File: src/rtl/prbs_pkg.sv
// Purpose: shared constants, state encoding and seed helper for the PRBS request arbiter.
// Latency: none (definitions only).
// Backpressure: none (definitions only).
package prbs_pkg;

  localparam int          PRBS_W        = 32;
  localparam logic [31:0] PRBS_TAPS_DEF = 32'h8020_0003;  // x^32+x^22+x^2+x+1
  localparam logic [31:0] PRBS_SEED_DEF = 32'hACE1_2468;

  typedef enum logic {
    WARM = 1'b0,
    RUN  = 1'b1
  } arb_state_t;

  // An all-zero Galois state locks up, so a zero seed falls back to a known-good one.
  function automatic logic [PRBS_W-1:0] safe_seed(input logic [PRBS_W-1:0] val,
                                                  input logic [PRBS_W-1:0] fallback);
    return (val == '0) ? fallback : val;
  endfunction

endpackage

File: src/rtl/prbs_lfsr32.sv
// Purpose: 32-bit Galois LFSR register with load and single-step controls.
// Latency: state updates on the edge after step/load; load has priority over step.
// Backpressure: none; the owner decides when to step.
module prbs_lfsr32
  import prbs_pkg::*;
#(
  parameter logic [PRBS_W-1:0] SEED = PRBS_SEED_DEF,
  parameter logic [PRBS_W-1:0] TAPS = PRBS_TAPS_DEF
) (
  input  logic              clk,
  input  logic              reset,
  input  logic              step,
  input  logic              load,
  input  logic [PRBS_W-1:0] load_val,
  output logic [PRBS_W-1:0] state
);

  // A zero SEED parameter would also lock up, so guard it the same way as runtime seeds.
  localparam logic [PRBS_W-1:0] SEED_SAFE = (SEED == '0) ? PRBS_SEED_DEF : SEED;

  // Reseed wins over a step; a step shifts right and folds the taps in when bit 0 falls out.
  always_ff @(posedge clk or posedge reset) begin
    if (reset) begin
      state <= SEED_SAFE;
    end else if (load) begin
      state <= safe_seed(load_val, SEED_SAFE);
    end else if (step) begin
      state <= (state >> 1) ^ (state[0] ? TAPS : '0);
    end
  end

endmodule

File: src/rtl/prbs_req_arbiter.sv
// Purpose: round-robin share of one PRBS source among NUM_REQ requesters, with warm-up and reseed.
//          Optional per-requester grant counters when PRBS_ARB_STATS_EN is defined.
// Latency: req -> gnt/rdata one edge; WARMUP+1 cycles of busy after reset or reseed.
// Backpressure: requesters hold req until their gnt bit pulses; one grant per cycle, no idle gaps.
module prbs_req_arbiter
  import prbs_pkg::*;
#(
  parameter int                NUM_REQ = 4,
  parameter logic [PRBS_W-1:0] SEED    = PRBS_SEED_DEF,
  parameter logic [PRBS_W-1:0] TAPS    = PRBS_TAPS_DEF,
  parameter int                WARMUP  = 32,
  localparam int               IDXW    = (NUM_REQ > 1) ? $clog2(NUM_REQ) : 1
) (
  input  logic               clk,
  input  logic               reset,
  input  logic [NUM_REQ-1:0] req,
  output logic [NUM_REQ-1:0] gnt,
  output logic [PRBS_W-1:0]  rdata,
  input  logic               seed_load,
  input  logic [PRBS_W-1:0]  seed_val,
`ifdef PRBS_ARB_STATS_EN
  input  logic [IDXW-1:0]    stat_sel,
  output logic [15:0]        stat_cnt,
`endif
  output logic               busy
);

  localparam logic [7:0] WARM_INIT = 8'(WARMUP);

  arb_state_t          fsm_state;
  logic [7:0]          warm_cnt;
  logic [IDXW-1:0]     rr_ptr;
  logic [PRBS_W-1:0]   lfsr;

  logic                found;
  logic [IDXW-1:0]     pick_idx;
  logic [IDXW-1:0]     next_ptr;
  logic [NUM_REQ-1:0]  pick_onehot;
  logic                lfsr_step;
  logic                grant_now;

  // First requesting index at or after rr_ptr, wrapping modulo NUM_REQ.
  always_comb begin
    int              cand;
    logic [IDXW-1:0] cand_idx;
    found    = 1'b0;
    pick_idx = '0;
    cand     = 0;
    cand_idx = '0;
    for (int k = 0; k < NUM_REQ; k++) begin
      cand = int'(rr_ptr) + k;
      if (cand >= NUM_REQ) cand = cand - NUM_REQ;
      cand_idx = IDXW'(cand);
      if (!found && req[cand_idx]) begin
        found    = 1'b1;
        pick_idx = cand_idx;
      end
    end
  end

  // Pointer moves just past the winner; one-hot grant vector for the winner.
  always_comb begin
    next_ptr    = (int'(pick_idx) == NUM_REQ - 1) ? '0 : pick_idx + IDXW'(1);
    pick_onehot = NUM_REQ'(1) << pick_idx;
  end

  // A grant consumes the current word; warm-up burns words; a reseed suppresses both.
  always_comb begin
    grant_now = (fsm_state == RUN) && found && !seed_load;
    lfsr_step = !seed_load &&
                (((fsm_state == WARM) && (warm_cnt != 8'd0)) || grant_now);
  end

  prbs_lfsr32 #(
    .SEED (SEED),
    .TAPS (TAPS)
  ) u_lfsr (
    .clk      (clk),
    .reset    (reset),
    .step     (lfsr_step),
    .load     (seed_load),
    .load_val (seed_val),
    .state    (lfsr)
  );

  // Sequencer: warm-up countdown, round-robin grants, registered gnt/rdata/busy.
  always_ff @(posedge clk or posedge reset) begin
    if (reset) begin
      fsm_state <= WARM;
      warm_cnt  <= WARM_INIT;
      rr_ptr    <= '0;
      gnt       <= '0;
      rdata     <= '0;
      busy      <= 1'b1;
    end else if (seed_load) begin
      // Pending requests stay pending and rr_ptr is kept so fairness carries across the reseed.
      fsm_state <= WARM;
      warm_cnt  <= WARM_INIT;
      gnt       <= '0;
      busy      <= 1'b1;
    end else begin
      case (fsm_state)
        WARM: begin
          gnt <= '0;
          if (warm_cnt != 8'd0) begin
            warm_cnt <= warm_cnt - 8'd1;
          end else begin
            fsm_state <= RUN;
            busy      <= 1'b0;
          end
        end
        RUN: begin
          if (found) begin
            gnt    <= pick_onehot;
            rdata  <= lfsr;
            rr_ptr <= next_ptr;
          end else begin
            gnt <= '0;
          end
        end
        default: begin
          fsm_state <= WARM;
          gnt       <= '0;
          busy      <= 1'b1;
        end
      endcase
    end
  end

`ifdef PRBS_ARB_STATS_EN
  logic [15:0] stat_q [NUM_REQ];

  // Saturating per-requester grant counts; a reseed starts a fresh measurement window.
  always_ff @(posedge clk or posedge reset) begin
    if (reset) begin
      for (int i = 0; i < NUM_REQ; i++) stat_q[i] <= '0;
    end else if (seed_load) begin
      for (int i = 0; i < NUM_REQ; i++) stat_q[i] <= '0;
    end else if (grant_now && (stat_q[pick_idx] != 16'hFFFF)) begin
      stat_q[pick_idx] <= stat_q[pick_idx] + 16'd1;
    end
  end

  // Out-of-range selects read as zero rather than aliasing another requester.
  always_comb begin
    stat_cnt = '0;
    if (int'(stat_sel) < NUM_REQ) stat_cnt = stat_q[stat_sel];
  end
`endif

endmodule

File: config.mk
export PLATFORM = sky130hd
export DESIGN_NAME = prbs_req_arbiter
export DESIGN_NICKNAME = d
export VERILOG_FILES = /design/src/rtl/prbs_pkg.sv /design/src/rtl/prbs_lfsr32.sv /design/src/rtl/prbs_req_arbiter.sv
export SDC_FILE = /design/constraint.sdc
export NUM_CORES = 1
export LEC_CHECK = 0
export ABC_CLOCK_PERIOD_IN_PS = 7730
export CORE_ASPECT_RATIO = 0.6
export CORE_MARGIN = 10
export CORE_UTILIZATION = 40
export DETAILED_ROUTE_END_ITERATION = 16
export GPL_TIMING_DRIVEN = 0
export PLACE_DENSITY = 0.64
export SLEW_MARGIN = 20
export SYNTH_ARGS = -nofsm -noshare
export SYNTH_HDL_FRONTEND = slang
export SYNTH_SLANG_ARGS = --single-unit
File: constraint.sdc
create_clock -name clk -period 7.73 [get_ports clk]
set_input_delay 1.546 -clock clk [delete_from_list [all_inputs] [get_ports clk]]
set_output_delay 1.546 -clock clk [all_outputs]
set_load 0.02 [all_outputs]
======== After elaboration in Yosys (flattened, before gate mapping) ========
Index checks and enable logic that the tools add are counted.
word-level totals
  flip-flop bits (word level) ............. 80
  input port bits ......................... 39
  output and inout bits ................... 37
  word-level logic and storage cells ...... 87
operators by class
  $add $sub $neg .......................... 9
  magnitude comparators ................... 8
  eq/ne operators ......................... 3
  shifts and indexed selects .............. 1
  multiplexer cells ....................... 37
  bitwise gates (word level) .............. 3
  reduce and logical (&&, ||, !) cells .... 19
operators with widths
  operator             number
  $mux 32              4
  $logic_not 32->1     1
  $xor 31x32->32       1
  $mux 8               3
  $mux 2               9
  $mux 1               14
  $lt 2x3->1 const B   4
  $ge 3x3->1 const B   3
  $bmux 1 s2           4
  $mux 4               2
  $pmux 4 s2           1
  $reduce_bool 8->1    1
  $sub 2x1->2 const B  4
  $sub 8x1->8 const B  1
  $logic_and 1x1->1    7
  $add 2x2->3 const B  2
  $logic_not 1->1      4
  $ne 2x2->1 const B   2
  $reduce_and 2->1     2
  $reduce_bool 2->1    2
  $shl 1x2->4 const A  1
  $add 2x1->3 const B  1
  $ge 2x3->1 const B   1
  $reduce_and 3->1     1
  4 further kinds      5

======== Longest topological paths before layout ========
  depth after elaboration ................. 20
  mapped depth ............................ 7
  mapped depth without buffers ............ 6

======== Modules after synthesis ========
Synthesis repeated with hierarchy kept, for this count alone.
second synthesis, totals
  cells, all modules ...................... 326
  area total of the unflattened synthesis .. 3746.1 µm²
by module, submodules not included
  module            instances  cells an instance  area each (µm²)  sequential area each (µm²)
  prbs_req_arbiter  1          155                2097.0           1203.7
  prbs_lfsr32       1          171                1649.1           817.0

======== Worst setup path before layout ========
OpenSTA, ideal clock, no wires.
  path kind ............................... input port to flip-flop
  start point ............................. in req[0]
  end point ............................... reg rdata[11]
  library setup time ...................... 0.125 ns
  arrival ................................. 2.623 ns
  required time ........................... 7.605 ns
  slack ................................... 4.982 ns
  stages on the path ...................... 5
  buffers on the path ..................... 2
  path through ............................ o41ai_2 nor2_1 buf_2 buf_2 mux2_2
between the ends
  cells in the longest elaborated chain, start to end .. 13
RTL lines
  what                          RTL line                 text
  from (decl)                   prbs_req_arbiter.sv:16   input logic [NUM_REQ-1:0] req,
  $bmux 1 s2                    prbs_req_arbiter.sv:54   if (!found && req[cand_idx]) begin
  $mux 1 (not written as such)  prbs_req_arbiter.sv:54
  $mux 1                        prbs_req_arbiter.sv:54
  $logic_not 1->1               prbs_req_arbiter.sv:54
  $logic_and 1x1->1             prbs_req_arbiter.sv:54
  $mux 1                        prbs_req_arbiter.sv:54
  $logic_not 1->1               prbs_req_arbiter.sv:54
  $logic_and 1x1->1             prbs_req_arbiter.sv:54
  $mux 1                        prbs_req_arbiter.sv:54
  $logic_not 1->1               prbs_req_arbiter.sv:54
  $logic_and 1x1->1             prbs_req_arbiter.sv:54
  $mux 1 *                      prbs_req_arbiter.sv:54
  $reduce_and 3->1 (no line) *  n/a
  to (signal assigned)          prbs_req_arbiter.sv:115  rdata <= lfsr;
  to (decl)                     prbs_req_arbiter.sv:18   output logic [PRBS_W-1:0] rdata,
Every way passes the cells marked *; elsewhere a longest branch is shown, timed or not. The select of a mux whose other input is x is not followed.
A chain may end at the register's enable or synchronous reset.

======== Final worst setup path ========
  start point ............................. in seed_val[7]
  end point ............................... reg u_lfsr.state[31]
between the ends
  cells in the longest elaborated chain, start to end .. 3
RTL lines
  what                  RTL line                text
  from (decl)           prbs_req_arbiter.sv:20  input logic [PRBS_W-1:0] seed_val,
  $logic_not 32->1      prbs_pkg.sv:18          return (val == '0) ? fallback : val;
  $mux 32               prbs_pkg.sv:18
  $mux 32               prbs_lfsr32.sv:25       end else if (load) begin
  to (signal assigned)  prbs_lfsr32.sv:26       state <= safe_seed(load_val, SEED_SAFE);
  to (signal assigned)  prbs_lfsr32.sv:28       state <= (state >> 1) ^ (state[0] ? TAPS : '0);
  to (decl)             prbs_lfsr32.sv:15       output logic [PRBS_W-1:0] state
Every way passes these cells.

==> flow_metrics.tcl <==
set metrics [dict create \
    status "complete, no violations" \
    min_delay_path_depth 2 \
    ys_ff_latch 80 \
    synth_cell_types 43 \
    tritoncts "built" \
    synth.top_cells.by_count "dfrtp_1 (65), mux2_2 (34), nand3_1 (30), nor2_1 (24), o21ai_0 (20)" \
    start_util 0.412 \
    final.setup_skew_ns 0.00563 \
    nNetsFinal 469 \
    die_h_um 95.4 \
    relSlewSlack 0.494 \
    drtIter0Drc 186 \
    syn_to_final_growth_pct 32.1 \
    antenna_found_initial 0 \
    post_cts_buffers 0 \
    fin_crit_sh 0.439 \
    grt_pass1_vias 3132 \
    fin_crit_ns 3.39 \
    ios 76 \
    totalWireLength_um 10100 \
    gr-total-overflow 0 \
    slew_violations 0 \
    worstPathRequired_ns 7.97 \
    yosys.area.top_type "dfrtp_1" \
    hold_buffers 0 \
    dpl.hpwl_um 7490 \
    hold_violations 0 \
    min_to "busy" \
    cts_sinks 80 \
    setup_viol 0 \
    clock_path_buffers 2 \
    reg2reg_depth 7 \
    tightest_slew_ns 0.760 \
    leakagePower_uw 0.00206 \
    rsz0062_at_grt "false" \
    avgSynthCellArea_um2 11.2 \
    via_count 2957 \
    clk_pin_slew_ns 0.06 \
    yosysMostFrequentCell "dfrtp_1" \
    startpoint "seed_val[7]" \
    die_area_um2 13900 \
    hold_start "busy" \
    end_kind "flip-flop" \
    core-area_um2 9190 \
    synth_edf_count 0 \
    r2r_start "warm_cnt[0]" \
    async_flop_share 1.00 \
    startpoint_type "primary input" \
    drv_cap 0 \
    yosys.area.top_type_share 0.429 \
    grt_pass1_wl_um 16600 \
    htreeDepth 3 \
    critPathKind "in -> reg" \
    peakVddDrop_uv 187 \
    fmax_ghz 0.295 \
    wl_per_cell_um 18.2 \
    r2r_setup_slack_ns 5.59 \
    syn_inst 337 \
    place_congestion 0.854 \
    fill_cells 821 \
    cts_root_buffer "clkbuf_16" \
    synth.area.top_cells "dfrtp_1 (43%), dfstp_2 (10%), mux2_2 (10%)" \
    crit_path_max_fanout 10 \
    arrival_ns 3.63 \
    grtUsageTotal 0.150 \
    numCtsBuffers 9 \
    ys.flop_type "dfrtp_1" \
    std_cell_rows 27 \
    grt_max_degree 59 \
    netlist_area_um2 3790 \
    tns_ns 0 \
    fin_util 0.545 \
    synth_nets 382 \
    clkLatencyLatePin_ns 0.33 \
    r2r_end "u_lfsr.state[27]" \
    power_per_cell_area_nw_per_um2 359 \
    yosysWarnings 0 \
    via_per_inst 5.30 \
    antenna_cells 0 \
    drc 0 \
    holdCritPathClass "reg -> reg" \
    drive_gt1_frac 0.187 \
    portBuffers 75 \
    drtPass1Iterations 4 \
    ys_seq_area_frac 0.533 \
    cts_resized 0 \
    die_w_um 146 \
    ant_nets 0 \
]
==> worst max-delay path by stage <==
stage / endpoint / slack, ns / depth (start not counted)
finish: u_lfsr.state[31] / 4.34 / 6
global route: u_lfsr.state[5] / 4.25 / 6
CTS: u_lfsr.state[31] / 4.40 / 6
detailed placement: u_lfsr.state[31] / 4.06 / 6
global placement: gnt[2] / 2.85 / 2
floorplan: fsm_state / 4.16 / 1
==> cells by family (layout without fill, tap and decap cells) <==
group,count (synthesis),count (layout),share of synthesized area
AND/OR/NAND/NOR,98,98,0.143
adder cells (fa/ha/maj),6,6,0.0198
multiplexers,52,52,0.149
flip-flops,80,80,0.533
buffers and inverters,29,120,0.0317
AO/OA/AOI/OAI,65,65,0.108
XOR/XNOR,7,7,0.0162
==> layout by cell type (no fill, tap or decap), drive strengths merged, types with 13 or more instances in the layout <==
cell / n
a21oi: 20
buf: 13
clkbuf: 22
clkdlybuf4s50: 75
dfrtp: 65
dfstp: 15
mux2: 34
mux2i: 18
nand2b: 17
nand3: 30
nor2: 24
o21ai: 20
o31ai: 13
==> per-layer routing <==
layer	vias to the layer above	GRT usage	routed length [um]
li1	1384	-	-
met1	1489	0.208	5090
met2	74	0.220	4400
met3	10	0.0440	533
met4	0	0.0494	114
met5	-	0	0
==> flip-flops by register name, summed over array words and instances (netlist names) <==
| register | flops |
|---|---|
| busy | 1 |
| fsm_state | 1 |
| gnt | 4 |
| rdata | 32 |
| rr_ptr | 2 |
| u_lfsr.state | 32 |
| warm_cnt | 8 |
==> cell type report <==
| type | instances | area, um2 | area share |
|---|---|---|---|
| clock inverters | 3 | 17.5 | 0.00350 |
| multi-input cells | 228 | 1650 | 0.329 |
| clock buffers | 12 | 256 | 0.0512 |
| well taps | 130 | 163 | 0.0325 |
| inverters | 7 | 28.8 | 0.00575 |
| repair buffers | 76 | 778 | 0.155 |
| flip-flops and latches | 80 | 2020 | 0.404 |
| plain buffers | 22 | 93.8 | 0.0187 |
==> power by group <==
group	internal, uW	switching, uW	leakage (uW)
clock network	232	162	0.000134
logic	335	333	0.000963
registers	605	130	0.000966
total	1170	625	0.00206
==> critical path: stages <==
cell	delay, ns
clkdlybuf4s50_1	0.49
nor4_1	0.46
and4_1	0.33
clkbuf_1	0.40
a21oi_1	0.16
o31ai_1	0.24
==> per-stage QoR <==
stage                     cell area [um2]  worst slack, ns  cells  hold slack [ns]  power [uW]
after floorplan                      3790             4.16    337            0.468        1110
after global placement               4700             2.85    542            0.474        1390
after detailed placement             4730             4.06    543            0.480        1410
after CTS                            5010             4.40    558            0.488        1820
after global routing                 5010             4.25    558            0.516        1920
final                                5010             4.34    558            0.487        1800
(Power assumes the default switching activity.)
